**src/rtl/alu_pkg.sv**
```systemverilog
// Shared types for the ALU stage: operation codes and FSM states.
// Optional macro ALU_OVERFLOW_EN (used by alu_stage/alu_stage_if) adds flag_overflow.
package alu_pkg;

    typedef enum logic [1:0] {
        ADD    = 2'd0,
        SUB    = 2'd1,
        ADC    = 2'd2,
        PASS_B = 2'd3
    } op_e;

    typedef enum logic [1:0] {
        IDLE = 2'd0,
        EXEC = 2'd1,
        HOLD = 2'd2
    } state_e;

endpackage

```
**src/rtl/alu_stage_if.sv**
```systemverilog
// Operand bus, operation handshake and result handshake for alu_stage.
// With ALU_OVERFLOW_EN defined the flag_overflow signal is present.
interface alu_stage_if;
    import alu_pkg::*;

    logic [7:0] bus_in;
    logic       load_a;
    logic       load_b;
    logic       op_valid;
    logic       op_ready;
    op_e        op_code;
    logic       res_valid;
    logic       res_ready;
    logic [7:0] result;
    logic       flag_carry;
    logic       flag_zero;
`ifdef ALU_OVERFLOW_EN
    logic       flag_overflow;
`endif

    modport master (
        output bus_in, load_a, load_b, op_valid, op_code, res_ready,
`ifdef ALU_OVERFLOW_EN
        input  flag_overflow,
`endif
        input  op_ready, res_valid, result, flag_carry, flag_zero
    );

    modport slave (
        input  bus_in, load_a, load_b, op_valid, op_code, res_ready,
`ifdef ALU_OVERFLOW_EN
        output flag_overflow,
`endif
        output op_ready, res_valid, result, flag_carry, flag_zero
    );

endinterface

```
**src/rtl/adder8.sv**
```systemverilog
// 8-bit adder with carry in/out; the single carry chain of the ALU stage.
module adder8 (
    input  logic [7:0] a,
    input  logic [7:0] b,
    input  logic       cin,
    output logic [7:0] sum,
    output logic       cout
);

    assign {cout, sum} = {1'b0, a} + {1'b0, b} + {8'b0, cin};

endmodule

```
**src/rtl/alu_stage.sv**
```systemverilog
// Three-state (IDLE/EXEC/HOLD) 8-bit ALU stage with operand registers and handshakes.
// Define ALU_OVERFLOW_EN to add the registered signed-overflow flag.
module alu_stage
    import alu_pkg::*;
#(
    parameter logic [7:0] RESET_A = 8'h00,
    parameter logic [7:0] RESET_B = 8'h00
) (
    input  logic        clk,
    input  logic        reset,
    alu_stage_if.slave  bus
);

    state_e     state;
    logic [7:0] reg_a;
    logic [7:0] reg_b;
    logic [7:0] opnd_a;
    logic [7:0] opnd_b;
    op_e        op_q;
    logic [7:0] result_q;
    logic       carry_q;
    logic       zero_q;
    logic       ready_q;
    logic       valid_q;

    logic [7:0] b_eff;
    logic       cin;
    logic [7:0] sum;
    logic       cout;
    logic [7:0] result_n;
    logic       carry_n;

    always_comb begin
        b_eff = (op_q == SUB) ? ~opnd_b : opnd_b;
        cin   = 1'b0;
        if (op_q == SUB)
            cin = 1'b1;
        else if (op_q == ADC)
            cin = carry_q;
    end

    adder8 u_adder (
        .a    (opnd_a),
        .b    (b_eff),
        .cin  (cin),
        .sum  (sum),
        .cout (cout)
    );

    always_comb begin
        result_n = sum;
        carry_n  = cout;
        if (op_q == PASS_B) begin
            result_n = opnd_b;
            carry_n  = 1'b0;
        end
    end

`ifdef ALU_OVERFLOW_EN
    logic overflow_q;
    logic overflow_n;

    always_comb begin
        overflow_n = (opnd_a[7] == b_eff[7]) && (sum[7] != opnd_a[7]) && (op_q != PASS_B);
    end

    always_ff @(posedge clk or posedge reset) begin
        if (reset)
            overflow_q <= 1'b0;
        else if (state == EXEC)
            overflow_q <= overflow_n;
    end

    assign bus.flag_overflow = overflow_q;
`endif

    // Operands are snapshotted at accept so a load on the same edge does not leak into the op.
    always_ff @(posedge clk or posedge reset) begin
        if (reset) begin
            state    <= IDLE;
            reg_a    <= RESET_A;
            reg_b    <= RESET_B;
            opnd_a   <= '0;
            opnd_b   <= '0;
            op_q     <= ADD;
            result_q <= '0;
            carry_q  <= 1'b0;
            zero_q   <= 1'b0;
            ready_q  <= 1'b1;
            valid_q  <= 1'b0;
        end else begin
            case (state)
                IDLE: begin
                    if (bus.load_a)
                        reg_a <= bus.bus_in;
                    if (bus.load_b)
                        reg_b <= bus.bus_in;
                    if (bus.op_valid && ready_q) begin
                        opnd_a  <= reg_a;
                        opnd_b  <= reg_b;
                        op_q    <= bus.op_code;
                        ready_q <= 1'b0;
                        state   <= EXEC;
                    end
                end
                EXEC: begin
                    result_q <= result_n;
                    carry_q  <= carry_n;
                    zero_q   <= (result_n == 8'h00);
                    valid_q  <= 1'b1;
                    state    <= HOLD;
                end
                HOLD: begin
                    if (bus.res_ready) begin
                        valid_q <= 1'b0;
                        ready_q <= 1'b1;
                        state   <= IDLE;
                    end
                end
                default: begin
                    valid_q <= 1'b0;
                    ready_q <= 1'b1;
                    state   <= IDLE;
                end
            endcase
        end
    end

    assign bus.op_ready   = ready_q;
    assign bus.res_valid  = valid_q;
    assign bus.result     = result_q;
    assign bus.flag_carry = carry_q;
    assign bus.flag_zero  = zero_q;

endmodule

```
**src/flat_wrapper.sv**
```systemverilog
// flat-port wrapper written by rule: the top's interface ports become plain ports
module alu_stage_flat import alu_pkg::*;
#(
    parameter logic [7:0] RESET_A = 8'h00,
    parameter logic [7:0] RESET_B = 8'h00
)
  (clk, reset, bus_bus_in, bus_load_a, bus_load_b, bus_op_valid, bus_op_code, bus_res_ready, bus_op_ready, bus_res_valid, bus_result, bus_flag_carry, bus_flag_zero);
  alu_stage_if bus_i ();
  input  logic clk;
  input  logic reset;
  input wire logic [$bits(bus_i.bus_in)-1:0] bus_bus_in;
  input wire logic [$bits(bus_i.load_a)-1:0] bus_load_a;
  input wire logic [$bits(bus_i.load_b)-1:0] bus_load_b;
  input wire logic [$bits(bus_i.op_valid)-1:0] bus_op_valid;
  input wire logic [$bits(bus_i.op_code)-1:0] bus_op_code;
  input wire logic [$bits(bus_i.res_ready)-1:0] bus_res_ready;
  output wire logic [$bits(bus_i.op_ready)-1:0] bus_op_ready;
  output wire logic [$bits(bus_i.res_valid)-1:0] bus_res_valid;
  output wire logic [$bits(bus_i.result)-1:0] bus_result;
  output wire logic [$bits(bus_i.flag_carry)-1:0] bus_flag_carry;
  output wire logic [$bits(bus_i.flag_zero)-1:0] bus_flag_zero;
  assign bus_i.bus_in = bus_bus_in;
  assign bus_i.load_a = bus_load_a;
  assign bus_i.load_b = bus_load_b;
  assign bus_i.op_valid = bus_op_valid;
  assign bus_i.op_code = bus_op_code;
  assign bus_i.res_ready = bus_res_ready;
  assign bus_op_ready = bus_i.op_ready;
  assign bus_res_valid = bus_i.res_valid;
  assign bus_result = bus_i.result;
  assign bus_flag_carry = bus_i.flag_carry;
  assign bus_flag_zero = bus_i.flag_zero;
  alu_stage #(.RESET_A(RESET_A), .RESET_B(RESET_B)) u_core (.clk(clk), .reset(reset), .bus(bus_i));
endmodule
```
**config.mk**
```make
export PLATFORM = sky130hd
export DESIGN_NAME = alu_stage_flat
export DESIGN_NICKNAME = d
export VERILOG_FILES = /design/src/rtl/alu_pkg.sv /design/src/rtl/alu_stage_if.sv /design/src/rtl/adder8.sv /design/src/rtl/alu_stage.sv /design/src/flat_wrapper.sv
export SDC_FILE = /design/constraint.sdc
export NUM_CORES = 1
export LEC_CHECK = 0
export CAP_MARGIN = 20
export CORE_MARGIN = 1
export CORE_UTILIZATION = 54
export CTS_BUF_LIST = sky130_fd_sc_hd__clkbuf_16
export DETAILED_ROUTE_END_ITERATION = 12
export GPL_TIMING_DRIVEN = 1
export PLACE_DENSITY_LB_ADDON = 0.15
export SYNTH_ARGS = -nofsm -noshare
export SYNTH_HDL_FRONTEND = slang
export SYNTH_SLANG_ARGS = --single-unit
```
**constraint.sdc**
```tcl
create_clock -name clk -period 3.3 [get_ports clk]
set_input_delay 0.66 -clock clk [delete_from_list [all_inputs] [get_ports clk]]
set_output_delay 0.66 -clock clk [all_outputs]
set_load 0.05 [all_outputs]
```
* Word level (Yosys, flattened, before mapping)
Cells that the tools add are included.
** Storage, ports and cells
- Output and inout bits :: 12
- Word-level logic and storage cells :: 45
- Register bits :: 48
- Input bits :: 16
** Operators by class
- Reductions and logical operators :: 9
- Multiplexer cells :: 13
- $add $sub $neg :: 2
- Eq/ne operators :: 7
- Bitwise operators :: 3
** Operator list (number)
- 8-bit two-way mux :: 2
- 2-bit AND reduction :: 5
- 8-bit by 8-bit adder with 9-bit output :: 1
- 9-bit by 1-bit adder with 9-bit output :: 1
- 8-bit logical NOT :: 1
- 8-bit NOT :: 1
- 2-bit == test, second input constant :: 3
- 1-bit two-way mux :: 6
- 1-bit one-hot mux with 3 select lines :: 2
- 2-bit one-hot mux with 3 select lines :: 1
- 2-bit by 1-bit == test with 1-bit output, second input constant :: 2
- 2-bit two-way mux :: 2
- 3-bit AND reduction :: 1
- 2-bit logical NOT :: 1
- 2-bit by 1-bit != test with 1-bit output, second input constant :: 1
- 2-bit != test, second input constant :: 1
- 1-bit NOT :: 2
- 1-bit logical AND :: 1

* Longest topological paths before layout
Gate-level depths: netlist of run 1.
- Depth in word-level cells :: 6
- Mapped depth :: 12
- Gate-level depth less buffers :: 11

* Cells and area by module
Synthesis of run 1 repeated with hierarchy kept, for this count alone.
** Second synthesis, totals
- Cells, all modules :: 190
- Area, all modules :: 2386.0 sq um
** Modules (own cells, without submodules)
- alu_stage :: cells an instance 150, instances 1, seq. area each 1202.4 sq um, area each 2054.5 sq um
- adder8 :: cells an instance 40, instances 1, seq. area each 0.0 sq um, area each 331.6 sq um

* Least setup slack after synthesis of run 1
No wires, ideal clock.
- Path kind :: flip-flop to flip-flop
- Start point :: register u_core.op_q[1]
- End point :: register u_core.zero_q, in the netlist u_core.bus.flag_zero
- Buffers on the path :: 1
- Library setup time :: 0.121 ns
- Slack :: 0.659 ns
- Clock period less this slack :: 2.641 ns
- Required time :: 3.179 ns
- Arrival time :: 2.520 ns
- Stages on the path, launching flop included :: 13
- Cell sequence :: dfrtp_1 -> nand2b_1 -> buf_2 -> xor2_1 -> fa_1 -> inv_1 -> fa_1 -> a211oi_2 -> nor2_1 -> xor2_1 -> o31ai_1 -> and3_1 -> a32o_2
** On the way
- Longest elaborated chain between the ends :: 6
- Elaborated cells on any way between the ends :: 10
- Those cells by class :: 2 x add/sub; 3 x eq/ne; 4 x mux; 1 x reduce/logical
** RTL lines
- start, declared :: RTL line alu_stage.sv:19 : op_e op_q;
- start signal, assigned :: RTL line alu_stage.sv:101 : op_q <= bus.op_code;
- 2-bit by 1-bit == test with 1-bit output / 2-bit == test (equally long branches) :: RTL line alu_stage.sv:34, alu_stage.sv:36, alu_stage.sv:38
- 8-bit two-way mux / 1-bit two-way mux (equally long branches) :: RTL line alu_stage.sv:34, alu_stage.sv:38
- 8-bit by 8-bit adder with 9-bit output / 1-bit two-way mux (equally long branches) :: RTL line adder8.sv:10, alu_stage.sv:36
- 9-bit by 1-bit adder with 9-bit output :: RTL line adder8.sv:10 : assign {cout, sum} = {1'b0, a} + {1'b0, b} + {8'b0, cin};
- 8-bit two-way mux * :: RTL line alu_stage.sv:53 : if (op_q == PASS_B) begin
- 8-bit logical NOT * :: RTL line alu_stage.sv:109 : zero_q <= (result_n == 8'h00);
- end signal, assigned :: RTL line alu_stage.sv:109
- end, declared :: RTL line alu_stage.sv:22 : logic zero_q;
Every way passes the cells marked *; elsewhere a longest branch is shown, timed or not.
A chain may end at the register's enable or synchronous reset.

* Final worst setup path of run 1
- Start point :: register u_core.op_q[1]
- End point :: register u_core.carry_q, in the netlist u_core.bus.flag_carry
** On the way
- Longest elaborated chain between the ends :: 5
- Elaborated cells on any way between the ends :: 9
- Those cells by class :: 2 x add/sub; 3 x eq/ne; 4 x mux
** RTL lines
- 2-bit by 1-bit == test with 1-bit output / 2-bit == test (equally long branches) :: RTL line alu_stage.sv:34, alu_stage.sv:36, alu_stage.sv:38
- 8-bit two-way mux / 1-bit two-way mux (equally long branches) :: RTL line alu_stage.sv:34, alu_stage.sv:38
- 8-bit by 8-bit adder with 9-bit output / 1-bit two-way mux (equally long branches) :: RTL line adder8.sv:10, alu_stage.sv:36
- 9-bit by 1-bit adder with 9-bit output :: RTL line adder8.sv:10
- 1-bit two-way mux * :: RTL line alu_stage.sv:53
- end signal, assigned :: RTL line alu_stage.sv:108 : carry_q <= carry_n;
- end, declared :: RTL line alu_stage.sv:21 : logic carry_q;
Marked as above.

==> results.py, run 1 <==
metrics = {
    "status": {
        "status": "completed",
    },
    "layout": {
        "final_cells": 278,
        "seqCellArea_um2": 1200,
        "n_fill_cell": 285,
        "final_cell_mix": "47 x dfrtp_1, 33 x mux2_2, 27 x clkdlybuf4s50_1",
        "syn2layout_area_growth_pct": 18.8,
        "antenna_cells": 0,
        "drive_gt1_share_pct": 19.7,
        "fin_nets": 252,
        "mostFrequentLayoutCell": "dfrtp_1",
        "multi_input_area_um2": 1090,
    },
    "die": {
        "core.rowCount": 23,
        "initial_utilization_pct": 57.7,
        "io_pins": 28,
        "dieArea_um2": 4640,
        "dieHeight_um": 68.1,
        "coreArea_um2": 4090,
        "die-width_um": 68.1,
    },
    "clock_tree": {
        "ctsResizeCount": 0,
        "cts_hold_buf": 0,
        "numCtsBuffers": 5,
        "cts_max_path_buffers": 2,
        "htree_num_levels": 2,
        "clk_transition_reported_paths_ps": 60,
        "cts.sinks": 48,
        "cts_root_buf": "clkbuf_16",
        "cts_tree": "built",
        "postCtsSetupRepairBufs": 0,
        "clk-insertion-delay-late_ps": 280,
    },
    "grt": {
        "grt_max_degree": 49,
        "grt_pass1_wl_um": 7580,
        "grt_usage_pct": 23.1,
        "grt.overflow.total": 0,
        "grt_pass1_vias": 1599,
        "antenna_found_initial": 0,
    },
    "power_and_ir_drop": {
        "power.static_leakage_nw": 1.26,
        "max-vdd-ir-drop_mv": 0.533,
        "power_density_nw_per_um2": 1070,
    },
    "timing": {
        "final_hold_viol_count": 0,
        "setup_viol": 0,
        "setup_tns_ps": 0,
        "tightest_slew_ps": 602,
        "finalWorstSetupSlack_ps": 415,
        "post-route-min-period_ps": 2890,
        "max_slew_margin_pct": 59.8,
        "max_freq_mhz": 347,
        "fin_worst_skew_ps": 3.26,
        "slew_violations": 0,
        "rsz0062_at_grt": "false",
        "period_share_pct": 87.4,
    },
    "detailed_routing": {
        "wl_per_cell_um": 16.6,
        "route.detailed.drc": 0,
        "dr.pass1.iters": 4,
        "drtIter0Drc": 84,
        "via_per_inst": 5.72,
        "vias": 1591,
        "antenna_left": 0,
        "routed_wl_um": 4620,
    },
    "worst_setup_path": {
        "end_kind": "register",
        "critPathRequiredTime_ps": 3440,
        "cp-start-kind": "register",
        "worstPathArrival_ps": 3030,
        "crit_path_max_fanout": 6,
        "crit_type": "reg2reg",
    },
    "min_path": {
        "min_path_type": "reg2reg",
    },
    "synthesis": {
        "synth_ff_type": "dfrtp_1",
        "ys_seq_elements": 48,
        "synth.avg_cell_area_um2": 11.9,
        "synth_warnings": 0,
        "synth-edff-count": 0,
        "syn_area_um2": 2360,
        "ys_seq_area_share_pct": 51.0,
        "synthesis.nets": 224,
        "synthesis.instances": 199,
        "synth_cell_types": 38,
        "async_flop_share_pct": 100,
    },
    "place": {
        "dp_hpwl_um": 3390,
        "gp_congestion": 0.814,
        "portBuffers": 27,
        "place_inst": 270,
        "pre_cts_ws_ps": 462,
    },
    "flow_run": {
        "cap_viol_max_count": 0,
    },
}
-- worst max-delay path, stage by stage (launching register included) --
cell and delay, ps:
dfrtp_1 410, nand2b_1 290, xor2_1 250, fa_1 230, inv_1 60, fa_1 410, a211oi_2 280, o21bai_1 170
a21o_1 220, a21o_1 200, a21oi_1 150, o31ai_1 80
-- power breakdown --
| group | leakage, nW | internal [mW] | switching (mW) |
|---|---|---|---|
| registers | 0.596 | 0.765 | 0.144 |
| clock network | 0.0738 | 0.272 | 0.190 |
| logic | 0.594 | 0.730 | 0.906 |
| total | 1.26 | 1.77 | 1.24 |
-- final cells by class --
cell class,count,area share (%)
inverter,4,0.536
clock buffer,5,4.46
sequential,48,42.9
tap,50,2.23
timing repair buffer,30,10.4
clock inverter,3,0.402
multi-input combinational,138,39.0
-- final timing paths --
kind / start / endpoint / slack (ps) / cells after the start
max in group asynchronous: reset / u_core.reg_b[6] / 2080 / 3
min: u_core.bus.res_valid / u_core.bus.res_valid / 490 / 1
min reg2reg: u_core.bus.res_valid / u_core.bus.res_valid / 490 / 1
max: u_core.op_q[1] / u_core.bus.flag_carry / 410 / 11
min in group asynchronous: reset / u_core.bus.res_valid / 830 / 3
max reg2reg: u_core.op_q[1] / u_core.bus.flag_carry / 410 / 11
-- cell families (layout without fill, tap and decap cells) --
| group | after synthesis | count (layout) | synth area share, % |
|---|---|---|---|
| DFF | 48 | 48 | 51.0 |
| muxes | 37 | 37 | 17.4 |
| adders and majority gates | 9 | 9 | 5.41 |
| AOI/OAI and AO/OA | 37 | 37 | 10.3 |
| and+or+nand+nor | 44 | 44 | 9.07 |
| xor gates and xnor gates | 11 | 11 | 4.08 |
| buffers and inverters | 13 | 42 | 2.70 |
-- layer usage --
metal  part of all wire (%)  wire, um  GRT usage (%)  up-vias
li1                       -         -              -      755
met1                     43      2010           28.4      784
met5                      0         0              0        -
met3                    3.9       180           4.17        9
met2                     51      2340           38.7       43
met4                    1.9        87           11.2        0
-- flip-flops by register name, summed over array words and instances (netlist names) --
register and cells:
u_core.opnd_b 8, u_core.bus.op_ready 1, u_core.bus.flag_zero 1, u_core.reg_a 8, u_core.opnd_a 8, u_core.bus.res_valid 1, u_core.op_q 2, u_core.bus.flag_carry 1
u_core.reg_b 8, u_core.bus.result 8, u_core.state 2
-- Yosys cell counts, types with 4 or more instances --
master     n  share of area [%]
mux2i_1    4                1.7
ha_1       7                3.7
inv_1      4               0.64
a21oi_1    6                1.3
xnor2_1    9                3.3
o21ai_0   13                2.8
nor2_1     9                1.4
o21a_1     4                1.3
buf_2      6                1.3
nand2_1   16                2.5
dfrtp_1   47                 50
mux2_2    33                 16
nand2b_1   5                1.3
-- metrics by stage --
| step | total power [mW] | util [%] | hold slack [ps] | instance area, um^2 |
|---|---|---|---|---|
| 2_1_floorplan | 2.14 | - | 446 | 2360 |
| 5_1_grt | 3.21 | 68.6 | 500 | 2800 |
| 4_1_cts | 3.00 | 68.6 | 490 | 2800 |
| 6_report | 3.01 | 68.6 | 485 | 2800 |
| 3_3_place_gp | 2.45 | 65.2 | 460 | 2670 |
| 3_5_place_dp | 2.53 | 65.2 | 477 | 2670 |
No activity file was read; power rests on OpenSTA's default activity.
==> run 2: changes to the inputs <==
Settings changed: CTS_CLUSTER_DIAMETER set to 40, PLACE_DENSITY set to 0.79, PLACE_DENSITY_LB_ADDON 0.15 to unset.
==> run 2 against run 1 <==
  * Final area unchanged
  * Clock power is 2% higher
  * Sequential share of layout area did not move
  * Core utilization unchanged
  * Critical path type unchanged
  * Largest cell class unchanged
==> results.py, run 2 (synthesized netlist as in run 1, its figures left out) <==
metrics = {
    "grt": {
        "top_usage_layer": "met2",
        "met3_usage_pct": 3.83,
        "use_met2_pct": 39.7,
        "grt.overflow.total": 0,
        "met1_usage_pct": 27.5,
        "grt_pass1_vias": 1626,
        "grt_usage_pct": 22.9,
        "grt_pass1_wl_um": 7560,
        "grt_max_degree": 28,
        "antenna_found_initial": 0,
    },
    "min_path": {
        "hold_end": "u_core.bus.result[4]",
        "min_path_type": "reg2reg",
        "hp-start": "u_core.bus.result[4]",
        "hold_path_depth": 2,
    },
    "worst_setup_path": {
        "path_cells": "nand2b_1 -> xor2_1 -> fa_1 -> inv_1 -> fa_1 -> a211oi_2 -> nor2_1 -> xor2_1 -> o31ai_1 -> and3_1 -> a32o_2",
        "cpPeakStageDelay_ps": 410,
        "crit_path_max_fanout": 5,
        "slowest_stage": "dfrtp_1",
        "worstPathArrival_ps": 2960,
        "r2r-start": "u_core.op_q[1]",
        "reg2reg_to": "u_core.bus.flag_zero",
        "critPathRequiredTime_ps": 3480,
        "r2r_slack_ps": 520,
        "worstRegToRegCells": 11,
        "cp-start-kind": "register",
        "crit_type": "reg2reg",
        "end_kind": "register",
    },
    "timing": {
        "setup_viol": 0,
        "max_freq_mhz": 360,
        "tightest_slew_ps": 938,
        "final_hold_viol_count": 0,
        "timing.hold.ws_ps": 483,
        "finalWorstSetupSlack_ps": 519,
        "slew_violations": 0,
        "setup_tns_ps": 0,
        "period_share_pct": 84.3,
        "post-route-min-period_ps": 2780,
        "fin_worst_skew_ps": 6.28,
        "max_slew_margin_pct": 37.1,
        "rsz0062_at_grt": "false",
    },
    "flow_run": {
        "cap_viol_max_count": 0,
    },
    "power_and_ir_drop": {
        "power_mw": 3.02,
        "power_density_nw_per_um2": 1080,
        "power.static_leakage_nw": 1.26,
        "max-vdd-ir-drop_mv": 0.504,
    },
    "detailed_routing": {
        "routed_wl_um": 4580,
        "via_per_inst": 5.73,
        "wl_per_cell_um": 16.5,
        "dr.pass1.iters": 5,
        "drtIter0Drc": 107,
        "route.detailed.drc": 0,
        "vias": 1594,
        "antenna_left": 0,
    },
    "layout": {
        "final_cell_mix": "47 x dfrtp_1, 33 x mux2_2, 27 x clkdlybuf4s50_1",
        "mostFrequentLayoutCell": "dfrtp_1",
        "syn2layout_area_growth_pct": 18.8,
        "drive_gt1_share_pct": 19.7,
        "fin_nets": 252,
        "final_area_um2": 2800,
        "antenna_cells": 0,
    },
    "clock_tree": {
        "cts_tree": "built",
        "htree_num_levels": 2,
        "numCtsBuffers": 5,
        "cts_root_buf": "clkbuf_16",
        "postCtsSetupRepairBufs": 0,
        "cts.sinks": 48,
        "cts_hold_buf": 0,
        "ctsResizeCount": 0,
        "clk_transition_reported_paths_ps": 60,
        "cts_max_path_buffers": 2,
        "clk-insertion-delay-late_ps": 290,
    },
    "place": {
        "portBuffers": 27,
        "placed_cell_area_um2": 2670,
        "gp_congestion": 0.854,
        "dp_hpwl_um": 3410,
        "pre_cts_ws_ps": 548,
    },
    "die": {
        "coreArea_um2": 4090,
        "die-width_um": 68.1,
        "initial_utilization_pct": 57.7,
        "core.rowCount": 23,
        "dieArea_um2": 4640,
        "dieHeight_um": 68.1,
        "io_pins": 28,
    },
    "status": {
        "status": "completed",
    },
}
## run 2: cell counts in the layout (fill, tap and decap cells not counted)
No cell type changed its count.
## run 2: layer usage
| metal | routed length (um) | up-vias |
|---|---|---|
| met3 | 156 | 11 |
| met5 | 0 | - |
| li1 | - | 753 |
| met1 | 1960 | 793 |
| met2 | 2370 | 37 |
| met4 | 102 | 0 |
## run 2: worst max path at each step
| stage | cells past startpoint | end | startpoint | slack, ps |
|---|---|---|---|---|
| 5_1_grt | 11 | u_core.bus.flag_zero | u_core.op_q[1] | 310 |
| 6_report | 11 | u_core.bus.flag_zero | u_core.op_q[1] | 520 |
| 3_5_place_dp | 11 | u_core.bus.flag_zero | u_core.op_q[1] | 550 |
| 2_1_floorplan | 12 | u_core.bus.flag_zero | u_core.op_q[1] | 660 |
| 4_1_cts | 11 | u_core.bus.flag_zero | u_core.op_q[1] | 510 |
| 3_3_place_gp | 11 | u_core.bus.flag_zero | u_core.op_q[1] | 670 |
## run 2: report_power, final
group,internal (mW),switching (mW),leakage [nW]
sequential,0.765,0.137,0.596
clock,0.272,0.197,0.0738
combinational,0.732,0.921,0.594
total,1.77,1.26,1.26
## run 2: critical path: cells and delay by family, from the launching register on
family / cells / cell delay [ps]
flip-flops: 1 / 410
AND/OR/NAND/NOR: 3 / 520
XOR/XNOR: 2 / 420
adder cells (fa/ha/maj): 2 / 650
AO/OA/AOI/OAI: 3 / 610
buffers and inverters: 1 / 60
## run 2: area by class of cell
type,count,area [um^2]
Timing Repair Buffer,30,293
Tap cell,50,62.6
Clock buffer,5,125
Clock inverter,3,11.3
Sequential cell,48,1200
Multi-Input combinational cell,138,1090
Fill cell,318,1280
Inverter,4,15.0
## run 2: per-stage QoR
stage	cells	util, %
final	278	68.6
after global routing	278	68.6
after CTS	278	68.6
after detailed placement	270	65.2
after global placement	270	65.2
after floorplan	199	-
==> run 3: changes to the inputs <==
Settings changed: CORE_UTILIZATION 54 to 50, PLACE_DENSITY 0.79 to 0.76.
Clock period 3.3 ns to 2.4 ns, I/O delays scaled along.
==> run 3 against run 2 <==
  * The run now ends with design-rule violations, negative setup slack left
  * Clock power grew 67%
  * Combinational power grew 58%
  * Final cell count grew 4.3%
  * Largest power group unchanged
  * Clock-buffer cell count is the same
  * First-iteration DRC count shrank 6.5%
  * Global-route usage shrank 2.4 points
  * Final area grew 5.6%
  * Critical path type unchanged
  * Critical path depth is the same
==> results.py, run 3 (synthesized netlist as in run 1, its figures left out) <==
metrics = {
    "power_and_ir_drop": {
        "seqPwrFrac_pct": 26.6,
        "power.static_leakage_nw": 1.33,
        "p_sw_mw": 1.83,
        "max-vdd-ir-drop_mv": 0.636,
        "combinationalPowerShare_pct": 56.4,
        "power_density_nw_per_um2": 1560,
        "power_mw": 4.61,
        "p_clk_share_pct": 17.0,
        "p_sw_share_pct": 39.8,
        "p_int_mw": 2.78,
    },
    "grt": {
        "top_usage_layer": "met2",
        "grt_max_degree": 28,
        "grt.overflow.total": 0,
        "antenna_found_initial": 0,
        "use_met2_pct": 33.4,
        "met3_usage_pct": 5.27,
        "met1_usage_pct": 27.0,
        "grt_pass1_wl_um": 7780,
        "grt_usage_pct": 20.5,
        "grt_pass1_vias": 1572,
    },
    "layout": {
        "antenna_cells": 0,
        "drive_gt1_share_pct": 27.7,
        "mostFrequentLayoutCell": "dfrtp_1",
        "fin_nets": 262,
        "final_cell_mix": "46 x dfrtp_1, 33 x mux2_2, 27 x clkdlybuf4s50_1",
        "syn2layout_area_growth_pct": 25.5,
        "n_fill_cell": 359,
        "finish.utilization_pct": 66.6,
    },
    "worst_setup_path": {
        "crit_path_max_fanout": 5,
        "worstPathArrival_ps": 2740,
        "cp-start-kind": "register",
        "critPathRequiredTime_ps": 2630,
        "r2r-start": "u_core.op_q[1]",
        "crit_type": "reg2reg",
        "r2r_slack_ps": -110,
        "reg2reg_to": "u_core.bus.flag_zero",
        "end_kind": "register",
        "worstRegToRegCells": 11,
    },
    "clock_tree": {
        "cts.sinks": 48,
        "clk_transition_reported_paths_ps": 60,
        "cts_tree": "built",
        "cts_hold_buf": 0,
        "cts_root_buf": "clkbuf_16",
        "htree_num_levels": 2,
        "cts_max_path_buffers": 2,
        "numCtsBuffers": 5,
        "clk-insertion-delay-late_ps": 280,
    },
    "status": {
        "status": "finished, violations left",
        "violations": "design-rule violations, negative setup slack",
    },
    "min_path": {
        "min_path_type": "reg2reg",
        "hold_end": "u_core.bus.result[7]",
        "hp-start": "u_core.bus.result[7]",
        "hold_path_depth": 2,
    },
    "timing": {
        "post-route-min-period_ps": 2510,
        "slew_violations": 0,
        "period_share_pct": 105,
        "setup_viol": 3,
        "finalWorstSetupSlack_ps": -115,
        "rsz0062_at_grt": "true",
        "max_freq_mhz": 398,
        "final_hold_viol_count": 0,
        "tightest_slew_ps": 502,
        "fin_worst_skew_ps": 2.36,
        "max_slew_margin_pct": 66.4,
    },
    "detailed_routing": {
        "antenna_left": 0,
        "vias": 1601,
        "route.detailed.drc": 5,
        "via_per_inst": 5.52,
        "routed_wl_um": 4550,
        "wl_per_cell_um": 15.7,
        "dr.pass1.iters": 8,
        "drtIter0Drc": 100,
    },
    "die": {
        "die-width_um": 70.7,
        "initial_utilization_pct": 53.1,
        "core.rowCount": 24,
        "coreArea_um2": 4440,
        "dieArea_um2": 5000,
        "dieHeight_um": 70.7,
        "io_pins": 28,
    },
    "flow_run": {
        "cap_viol_max_count": 0,
    },
    "place": {
        "portBuffers": 27,
        "dp_hpwl_um": 3230,
        "gp_congestion": 0.833,
    },
}
## run 3: critical path, cell delays in order, from the launching register on
cell	delay, ps
dfrtp_1	380
nand2b_4	190
xor2_4	170
fa_2	230
inv_2	40
fa_2	390
buf_4	140
xnor2_1	180
nand3b_1	140
o31ai_1	250
and3_1	180
a32o_2	160
## run 3: final cells by class
cell class | instances | area [um^2] | area share (%)
Timing Repair Buffer | 40 | 380 | 12.8
Inverter | 4 | 15.0 | 0.507
Tap cell | 52 | 65.1 | 2.20
Clock buffer | 5 | 125 | 4.23
Multi-Input combinational cell | 138 | 1130 | 38.1
Clock inverter | 3 | 42.5 | 1.44
Sequential cell | 48 | 1200 | 40.7
## run 3: how the worst max path moves through the flow
stage,to,slack [ps],startpoint,depth (start not counted)
floorplan,u_core.bus.flag_zero,-60,u_core.op_q[1],12
global placement,u_core.bus.flag_zero,20,u_core.op_q[1],11
detailed placement,u_core.bus.flag_zero,-100,u_core.op_q[1],11
CTS,u_core.bus.flag_zero,-110,u_core.op_q[1],11
global route,u_core.bus.flag_zero,-270,u_core.op_q[0],11
finish,u_core.bus.flag_zero,-110,u_core.op_q[1],11
## run 3: per-layer routing
metal | up-vias | wire, um
met5 | - | 0
met4 | 0 | 99
met3 | 9 | 136
met2 | 38 | 2170
met1 | 777 | 2150
li1 | 777 | -
## run 3: power groups by stage
stage / Clock [mW] / Combinational [mW] / Sequential, mW
6_report: 0.783 / 2.60 / 1.23
5_1_grt: 0.817 / 2.84 / 1.26
4_1_cts: 0.784 / 2.58 / 1.23
3_5_place_dp: 0 / 2.41 / 1.24
3_3_place_gp: 0 / 2.35 / 1.23
2_1_floorplan: 0 / 1.51 / 1.49
## run 3: timing repair
item,CTS,global route
cloned,0,0
endpoints found under the setup margin,2,5
resized for setup,3,0
setup buffers,3,0
pin swaps,3,0
## run 3: per-stage QoR
step           cell area, um^2  std cells  setup TNS, ps  setup WS, ps  hold WS (ps)
2_1_floorplan             2390        199          -62.8         -62.8           446
3_3_place_gp              2760        279              0          15.5           460
3_5_place_dp              2760        279           -133         -96.7           470
4_1_cts                   2960        290           -123          -107           484
5_1_grt                   2960        290           -876          -271           508
6_report                  2960        290           -155          -115           475
